--- src/rtl/aes_pkg.sv ---
// Shared AES datapath types and GF(2^8) helpers for the column-serial round stages.
package aes_pkg;

   typedef logic [7:0]   byte_t;
   typedef logic [31:0]  word_t;
   typedef logic [127:0] state_t;

   localparam byte_t GF_POLY = 8'h1B;

   typedef enum logic [1:0] {
      ST_IDLE,
      ST_RUN,
      ST_FLUSH,
      ST_DONE
   } cm_state_e;

   function automatic byte_t xtime(input byte_t b);
      return {b[6:0], 1'b0} ^ (b[7] ? GF_POLY : 8'h00);
   endfunction

   // Column 0 occupies the most significant word of the state.
   function automatic logic [6:0] col_lsb(input logic [1:0] c);
      return 7'(7'd96 - {c, 5'b0});
   endfunction

endpackage

--- src/rtl/aes_mix_column.sv ---
// Combinational single-column MixColumns with pass-through bypass.
module aes_mix_column
   import aes_pkg::*;
(
   input  logic [31:0] col_i,
   input  logic        bypass_i,
   output logic [31:0] col_o
);

   byte_t a0, a1, a2, a3;
   byte_t x0, x1, x2, x3;

   always_comb begin
      a0 = col_i[31:24];
      a1 = col_i[23:16];
      a2 = col_i[15:8];
      a3 = col_i[7:0];
      x0 = xtime(a0);
      x1 = xtime(a1);
      x2 = xtime(a2);
      x3 = xtime(a3);
      if (bypass_i) begin
         col_o = col_i;
      end else begin
         col_o = {x0 ^ x1 ^ a1 ^ a2 ^ a3,
                  a0 ^ x1 ^ x2 ^ a2 ^ a3,
                  a0 ^ a1 ^ x2 ^ x3 ^ a3,
                  x0 ^ a0 ^ a1 ^ a2 ^ x3};
      end
   end

endmodule

--- src/rtl/col_mix_accum.sv ---
// Column-serial MixColumns + AddRoundKey: walks columns 0..3, accumulating the next round state.
module col_mix_accum
   import aes_pkg::*;
#(
   parameter int unsigned PIPE = 0
) (
   input  logic         clk,
   input  logic         reset,
   input  logic         start,
   input  logic         mc_bypass,
   input  logic [7:0]   in_1,
   input  logic [7:0]   in_2,
   input  logic [7:0]   in_3,
   input  logic [7:0]   in_4,
   input  logic [31:0]  key_word,
   output logic [2:0]   col_idx,
   output logic         busy,
   output logic         done,
   output logic [127:0] state_out
);

   cm_state_e   state_q, state_d;
   logic [1:0]  cnt_q, cnt_d;
   logic        byp_q, byp_d;
   state_t      st_q, st_d;
   logic        pv_q, pv_d;
   logic [1:0]  pidx_q, pidx_d;
   word_t       pword_q, pword_d;

   word_t       mc_out;
   word_t       res;
   logic        wr_en;
   logic [1:0]  wr_idx;
   word_t       wr_word;

   aes_mix_column u_mix (
      .col_i    ({in_1, in_2, in_3, in_4}),
      .bypass_i (byp_q),
      .col_o    (mc_out)
   );

   assign res = mc_out ^ key_word;

   always_comb begin
      state_d = state_q;
      cnt_d   = cnt_q;
      byp_d   = byp_q;
      case (state_q)
         ST_IDLE, ST_DONE: begin
            cnt_d = '0;
            if (start) begin
               state_d = ST_RUN;
               byp_d   = mc_bypass;
            end else begin
               state_d = ST_IDLE;
            end
         end
         ST_RUN: begin
            if (cnt_q == 2'd3) begin
               // With the pipe stage the index holds at 3 through the flush cycle.
               state_d = (PIPE != 0) ? ST_FLUSH : ST_DONE;
               cnt_d   = (PIPE != 0) ? cnt_q : '0;
            end else begin
               cnt_d = cnt_q + 2'd1;
            end
         end
         ST_FLUSH: begin
            state_d = ST_DONE;
            cnt_d   = '0;
         end
         default: begin
            state_d = ST_IDLE;
            cnt_d   = '0;
         end
      endcase
   end

   always_comb begin
      pv_d    = (PIPE != 0) && (state_q == ST_RUN);
      pidx_d  = cnt_q;
      pword_d = res;
      if (PIPE != 0) begin
         wr_en   = pv_q;
         wr_idx  = pidx_q;
         wr_word = pword_q;
      end else begin
         wr_en   = (state_q == ST_RUN);
         wr_idx  = cnt_q;
         wr_word = res;
      end
      st_d = st_q;
      if (wr_en) begin
         st_d[col_lsb(wr_idx) +: 32] = wr_word;
      end
   end

   always_ff @(posedge clk) begin
      if (reset) begin
         state_q <= ST_IDLE;
         cnt_q   <= '0;
         byp_q   <= 1'b0;
         st_q    <= '0;
         pv_q    <= 1'b0;
         pidx_q  <= '0;
         pword_q <= '0;
      end else begin
         state_q <= state_d;
         cnt_q   <= cnt_d;
         byp_q   <= byp_d;
         st_q    <= st_d;
         pv_q    <= pv_d;
         pidx_q  <= pidx_d;
         pword_q <= pword_d;
      end
   end

   assign col_idx   = {1'b0, cnt_q};
   assign busy      = (state_q == ST_RUN) || (state_q == ST_FLUSH);
   assign done      = (state_q == ST_DONE);
   assign state_out = st_q;

endmodule

--- config.mk ---
export PLATFORM = sky130hd
export DESIGN_NAME = col_mix_accum
export DESIGN_NICKNAME = d
export VERILOG_FILES = /design/src/rtl/aes_pkg.sv /design/src/rtl/aes_mix_column.sv /design/src/rtl/col_mix_accum.sv
export SDC_FILE = /design/constraint.sdc
export NUM_CORES = 1
export LEC_CHECK = 0
export ABC_AREA = 0
export BUFFER_PORTS_ARGS = -buffer_cell sky130_fd_sc_hd__buf_4
export CAP_MARGIN = 20
export CORE_MARGIN = 4
export CORE_UTILIZATION = 55
export CTS_CLUSTER_SIZE = 25
export DETAILED_ROUTE_END_ITERATION = 6
export HOLD_SLACK_MARGIN = 0.06
export PLACE_DENSITY_LB_ADDON = 0.25
export SLEW_MARGIN = 40
export SYNTH_ARGS = -nofsm -noshare
export SYNTH_HDL_FRONTEND = slang
export SYNTH_SLANG_ARGS = --single-unit
export TNS_END_PERCENT = 50
--- constraint.sdc ---
create_clock -name clk -period 5.5 [get_ports clk]
set_clock_uncertainty 0.15 [all_clocks]
set_input_delay 0.275 -clock clk [delete_from_list [all_inputs] [get_ports clk]]
set_output_delay 0.275 -clock clk [all_outputs]
set_load 0.005 [all_outputs]
# Word-level counts from Yosys, hierarchy flattened
# Index checks and enable logic that the tools add are counted.
# Widths: inputs -> output; s select.
# classes
n_addsub	3
n_eq_ne	5
shifts	2
mux	11
bitwise_logic	21
n_reduce_logical	5
# op_table
op	count
$xor 8x8->8	20
$bwmux 128	1
$shift 32x9->128 const A	1
$shiftx 32x9->128	1
$mux 32	1
$xor 32x32->32	1
$mux 5	4
$neg 7->9	1
$sub 7x7->7 const A	1
$eq 2x2->1 const B	3
$pmux 2 s3	1
$mux 2	2
$pmux 2 s2	1
$reduce_or 3->1	1
$add 2x1->2 const B	1
$eq 2x1->1 const B	1
$logic_not 2->1	1
$ne 2x1->1 const B	1
$reduce_and 2->1	1
$reduce_or 2->1	1
$logic_or 1x1->1	1
$mux 1	1
# word_totals
ff_bits	133
inputBits	68

# Depth between registers and ports, before layout
# logic_depth
depth_word	10
ltp_mapped	9

# Modules after synthesis
# Synthesis repeated with hierarchy kept, for this count alone.
# unflattened
hier_cells	559
hier_area_um2	6369.9
# by_module_without_submodules
module	n_inst	cells_per_inst	area_per_inst_um2	seq_area_each_um2
col_mix_accum	1	393	4674.5	2662.6
aes_mix_column	1	166	1695.4	0.0

# Least setup slack after synthesis
# Ideal clock, no wire load.
# synth_timing
path_kind	flip-flop to flip-flop
from	register cnt_q[0]
to	register st_q[79] (netlist: state_out[79])
setup_time_ps	60
arrival_time_ps	2154
required_ps	5290
slack_ps	3137
stages_incl_launch_ff	9
n_path_buf	2
synth_period_minus_slack_ps	2363
path_cell_list	dfxtp_1 -> buf_2 -> inv_2 -> ha_1 -> nand2b_1 -> or3_1 -> nor2_1 -> clkbuf_1 -> a22o_1
# synth_between
elab_chain_len	4
word_cells_on_any_way	5
# synth_lines
element	line	text
start, declared	col_mix_accum.sv:23	logic [1:0] cnt_q, cnt_d;
start signal, assigned	col_mix_accum.sv:108	cnt_q <= cnt_d;
$sub 7x7->7 (*)	aes_pkg.sv:23	return 7'(7'd96 - {c, 5'b0});
$neg 7->9 (*)	col_mix_accum.sv:93	st_d[col_lsb(wr_idx) +: 32] = wr_word;
$shiftx 32x9->128 / $shift 32x9->128 (equally long branches)	col_mix_accum.sv:93	
$bwmux 128 (*)	col_mix_accum.sv:93	
end signal, assigned	col_mix_accum.sv:110	st_q <= st_d;
end, declared	col_mix_accum.sv:25	state_t st_q, st_d;
# Every way passes the cells marked *; elsewhere a longest branch is shown, timed or not.
# A chain may end at the register's enable or synchronous reset.

# Final worst setup path
# layout_timing
from	register cnt_q[0]
to	register st_q[70] (netlist: state_out[70])
# The elaborated chain is that of the path after synthesis.

==> results.toml <==
[sta]
setup_tns_ns = 0
timing_hold_violations_final = 0
max_freq_mhz = 353
maxSlewHeadroom_pct = 43.3
worst_pin_slew_ns = 0.848
setup_viol = 0
rsz0062_at_grt = "false"
drv_slew = 0
period_share_pct = 51.5
setup_ws_ns = 2.67
fin_crit_ns = 2.83

[power]
p_clk_share_pct = 34.5
power_frac_seq_pct = 34.1
combPwrFrac_pct = 31.4
leakage_nw = 3.86
p_sw_share_pct = 34.1
netSwitchingPower_mw = 1.13
peakVddDrop_uv = 270
p_int_mw = 2.18
power.density_nw_per_um2 = 391

[cells_and_area]
nFillCells = 746
area_growth_pct = 35.0
drive_gt1_share_pct = 32.2
diodes = 0
finish.net_count = 859

[global_routing]
grt_pass1_wl_mm = 29.7
grt_max_degree = 48
track_usage_pct = 29.3
antenna_found_initial = 0
grt_pass1_vias = 5320
grt_overflow = 0

[clock_network]
cts-root-buf = "clkbuf_16"
clk_pin_slew_ns = 0.06
cts_buffers = 17
cts_sinks = 133
clockBufferDepth = 2
clk-insertion-delay-late_ns = 0.42
postCtsSetupBuffers = 0
cts_tree = "yes"
htree_num_levels = 4

[logic_synthesis]
syn_inst = 596
synth-edff-count = 0
synth_seq_cells = 133
synth_top_area_share_pct = 42.4
netlist_area_um2 = 6280
yosysWarnings = 0
avgSynthCellArea_um2 = 10.5
yosys-top-cells-area = "dfxtp_1 (42%), a22o_1 (11%), xnor3_1 (8.2%), xnor2_1 (7.8%), xor2_1 (4.7%)"
yosysSeqAreaShare_pct = 42.4
synth-main-ff-cell = "dfxtp_1"
yosysTopAreaCell = "dfxtp_1"
syn-num-nets = 673
synthDistinctLibCells = 38
synth_async_sr_flop_share_pct = 0

[worst_setup_path]
end_kind = "flop"
critPathSlowestCell = "dfxtp_1"
required_ns = 5.71
crit_start = "cnt_q[0]"
worstSetupStartpointType = "flop"
reg2reg_from = "cnt_q[0]"
arrival_ns = 3.04
critPathKind = "reg2reg"
slowest_delay_ns = 0.65
path_cells = "inv_2 -> ha_1 -> nand2b_1 -> or3_1 -> nor2_1 -> buf_4 -> a22o_1"
worst-path-buf-inv = 2
path_delay_family = "simple AND/OR/NAND/NOR gates"
cp_max_fo = 20

[floorplanning]
dieArea_um2 = 13200
start_util_pct = 57.0
row_count = 38
die_x_um = 115
io_pins = 201
fp.dieH_um = 115
floorplan.core_area_um2 = 11000

[hold_path]
holdCritPathClass = "in2reg"
min_from = "start"

[route]
first_pass_iters = 5
drt_iter0_drc = 564
drc = 0
wl_per_cell_um = 21.0
vias = 5543
via_per_inst = 5.93
wl_mm = 19.6
drtAntennaViolNets = 0

[placed_design]
dp_hpwl_mm = 14.4
dpl_worst_slack_ns = 2.81
gp_congestion = 0.903
io_buffers = 199

[run]
drv_cap = 0

[status]
status = "completed"
## cells in the final DEF (no fill, tap or decap), drive strengths merged, types with 14 or more instances in the layout
| cell type | instances |
|---|---|
| buf | 208 |
| dfxtp | 133 |
| a22o | 80 |
| nand2 | 60 |
| xnor2 | 58 |
| o21ai | 47 |
| xor2 | 37 |
| xnor3 | 23 |
| nor2 | 20 |
| clkbuf | 17 |
| inv | 14 |
## repair_timing
action | 4_1_cts | 5_1_grt
hold endpoints to repair | 1 | 0
hold buffers | 2 | 0
gates resized for setup | 0 | 0
## cell usage after synthesis (all sizes together) (2+ instances only)
| cell | n |
|---|---|
| nor4b | 2 |
| xor3 | 6 |
| a22oi | 12 |
| mux2i | 8 |
| buf | 10 |
| nand2 | 60 |
| clkbuf | 33 |
| a21oi | 12 |
| ha | 9 |
| a22o | 80 |
| xor2 | 37 |
| inv | 7 |
| nor2b | 2 |
| a222oi | 6 |
| o211ai | 2 |
| dfxtp | 133 |
| nand3 | 5 |
| xnor3 | 23 |
| nor4 | 3 |
| xnor2 | 58 |
| o32ai | 4 |
| o21ai | 47 |
| or4 | 3 |
| nor3 | 4 |
| o22ai | 4 |
| nor2 | 20 |
## layout make-up
type                    instances  area [um^2]  area share, %
flip-flops and latches        133         2660           31.4
clock buffers                  17          425           5.02
clock inverters                15          169           1.99
repair buffers                210         1580           18.6
inverters                       7         26.3          0.310
well taps                     140          175           2.07
multi-input cells             413         3440           40.6
## sequential cells by signal, indices dropped and copies added, names as in the netlist
signal     cells
cnt_q          2
state_q        2
byp_q          1
state_out    128
## tightest hold or removal path, delay by kind of cell
family | cells | cell delay (ns)
buf+inv | 1 | 0.09
compound gates | 1 | 0.19
simple gates | 1 | 0.04
## logic make-up after synthesis
kind of cell | count (synthesis) | share of synthesized area [%]
buffers and inverters | 50 | 3.21
other | 1 | 0.0597
XOR/XNOR | 124 | 24.3
multiplexers | 8 | 1.27
adder cells (fa/ha/maj) | 9 | 1.79
AND/OR/NAND/NOR | 102 | 7.19
AO/OA/AOI/OAI | 169 | 19.8
flip-flops | 133 | 42.4
## per-stage QoR
stage | instance area (um^2) | total power [mW] | utilization [%] | instances | hold WS (ns)
floorplan | 6280 | 1.76 | - | 596 | 0.276
CTS | 8480 | 3.30 | 76.9 | 935 | 0.0637
detailed placement | 7870 | 2.15 | 71.3 | 901 | 0.294
global route | 8480 | 3.45 | 76.9 | 935 | 0.0837
finish | 8480 | 3.31 | 76.9 | 935 | 0.0746
global placement | 7860 | 2.12 | 71.3 | 901 | 0.289
## metal layers
metal / vias up / track usage (%) / routed length, um
met3: 43 / 6.00 / 1810
met2: 322 / 44.9 / 9090
met5: - / 0 / 0
li1: 2509 / - / -
met4: 0 / 11.1 / 522
met1: 2669 / 40.9 / 8220
## worst paths after layout
check	end	slack, ns	depth (start not counted)
max	state_out[70]	2.67	7
min	state_q[0]	0.07	3
max reg2reg	state_out[70]	2.67	7
min reg2reg	state_out[89]	0.30	2
## power groups by stage
stage	clock, mW	combinational (mW)	sequential (mW)
2_1_floorplan	0	0.626	1.13
3_3_place_gp	0	0.978	1.14
3_5_place_dp	0	1.01	1.14
4_1_cts	1.15	1.03	1.13
5_1_grt	1.19	1.12	1.14
6_report	1.14	1.04	1.13
No activity file was read; power rests on OpenSTA's default activity.
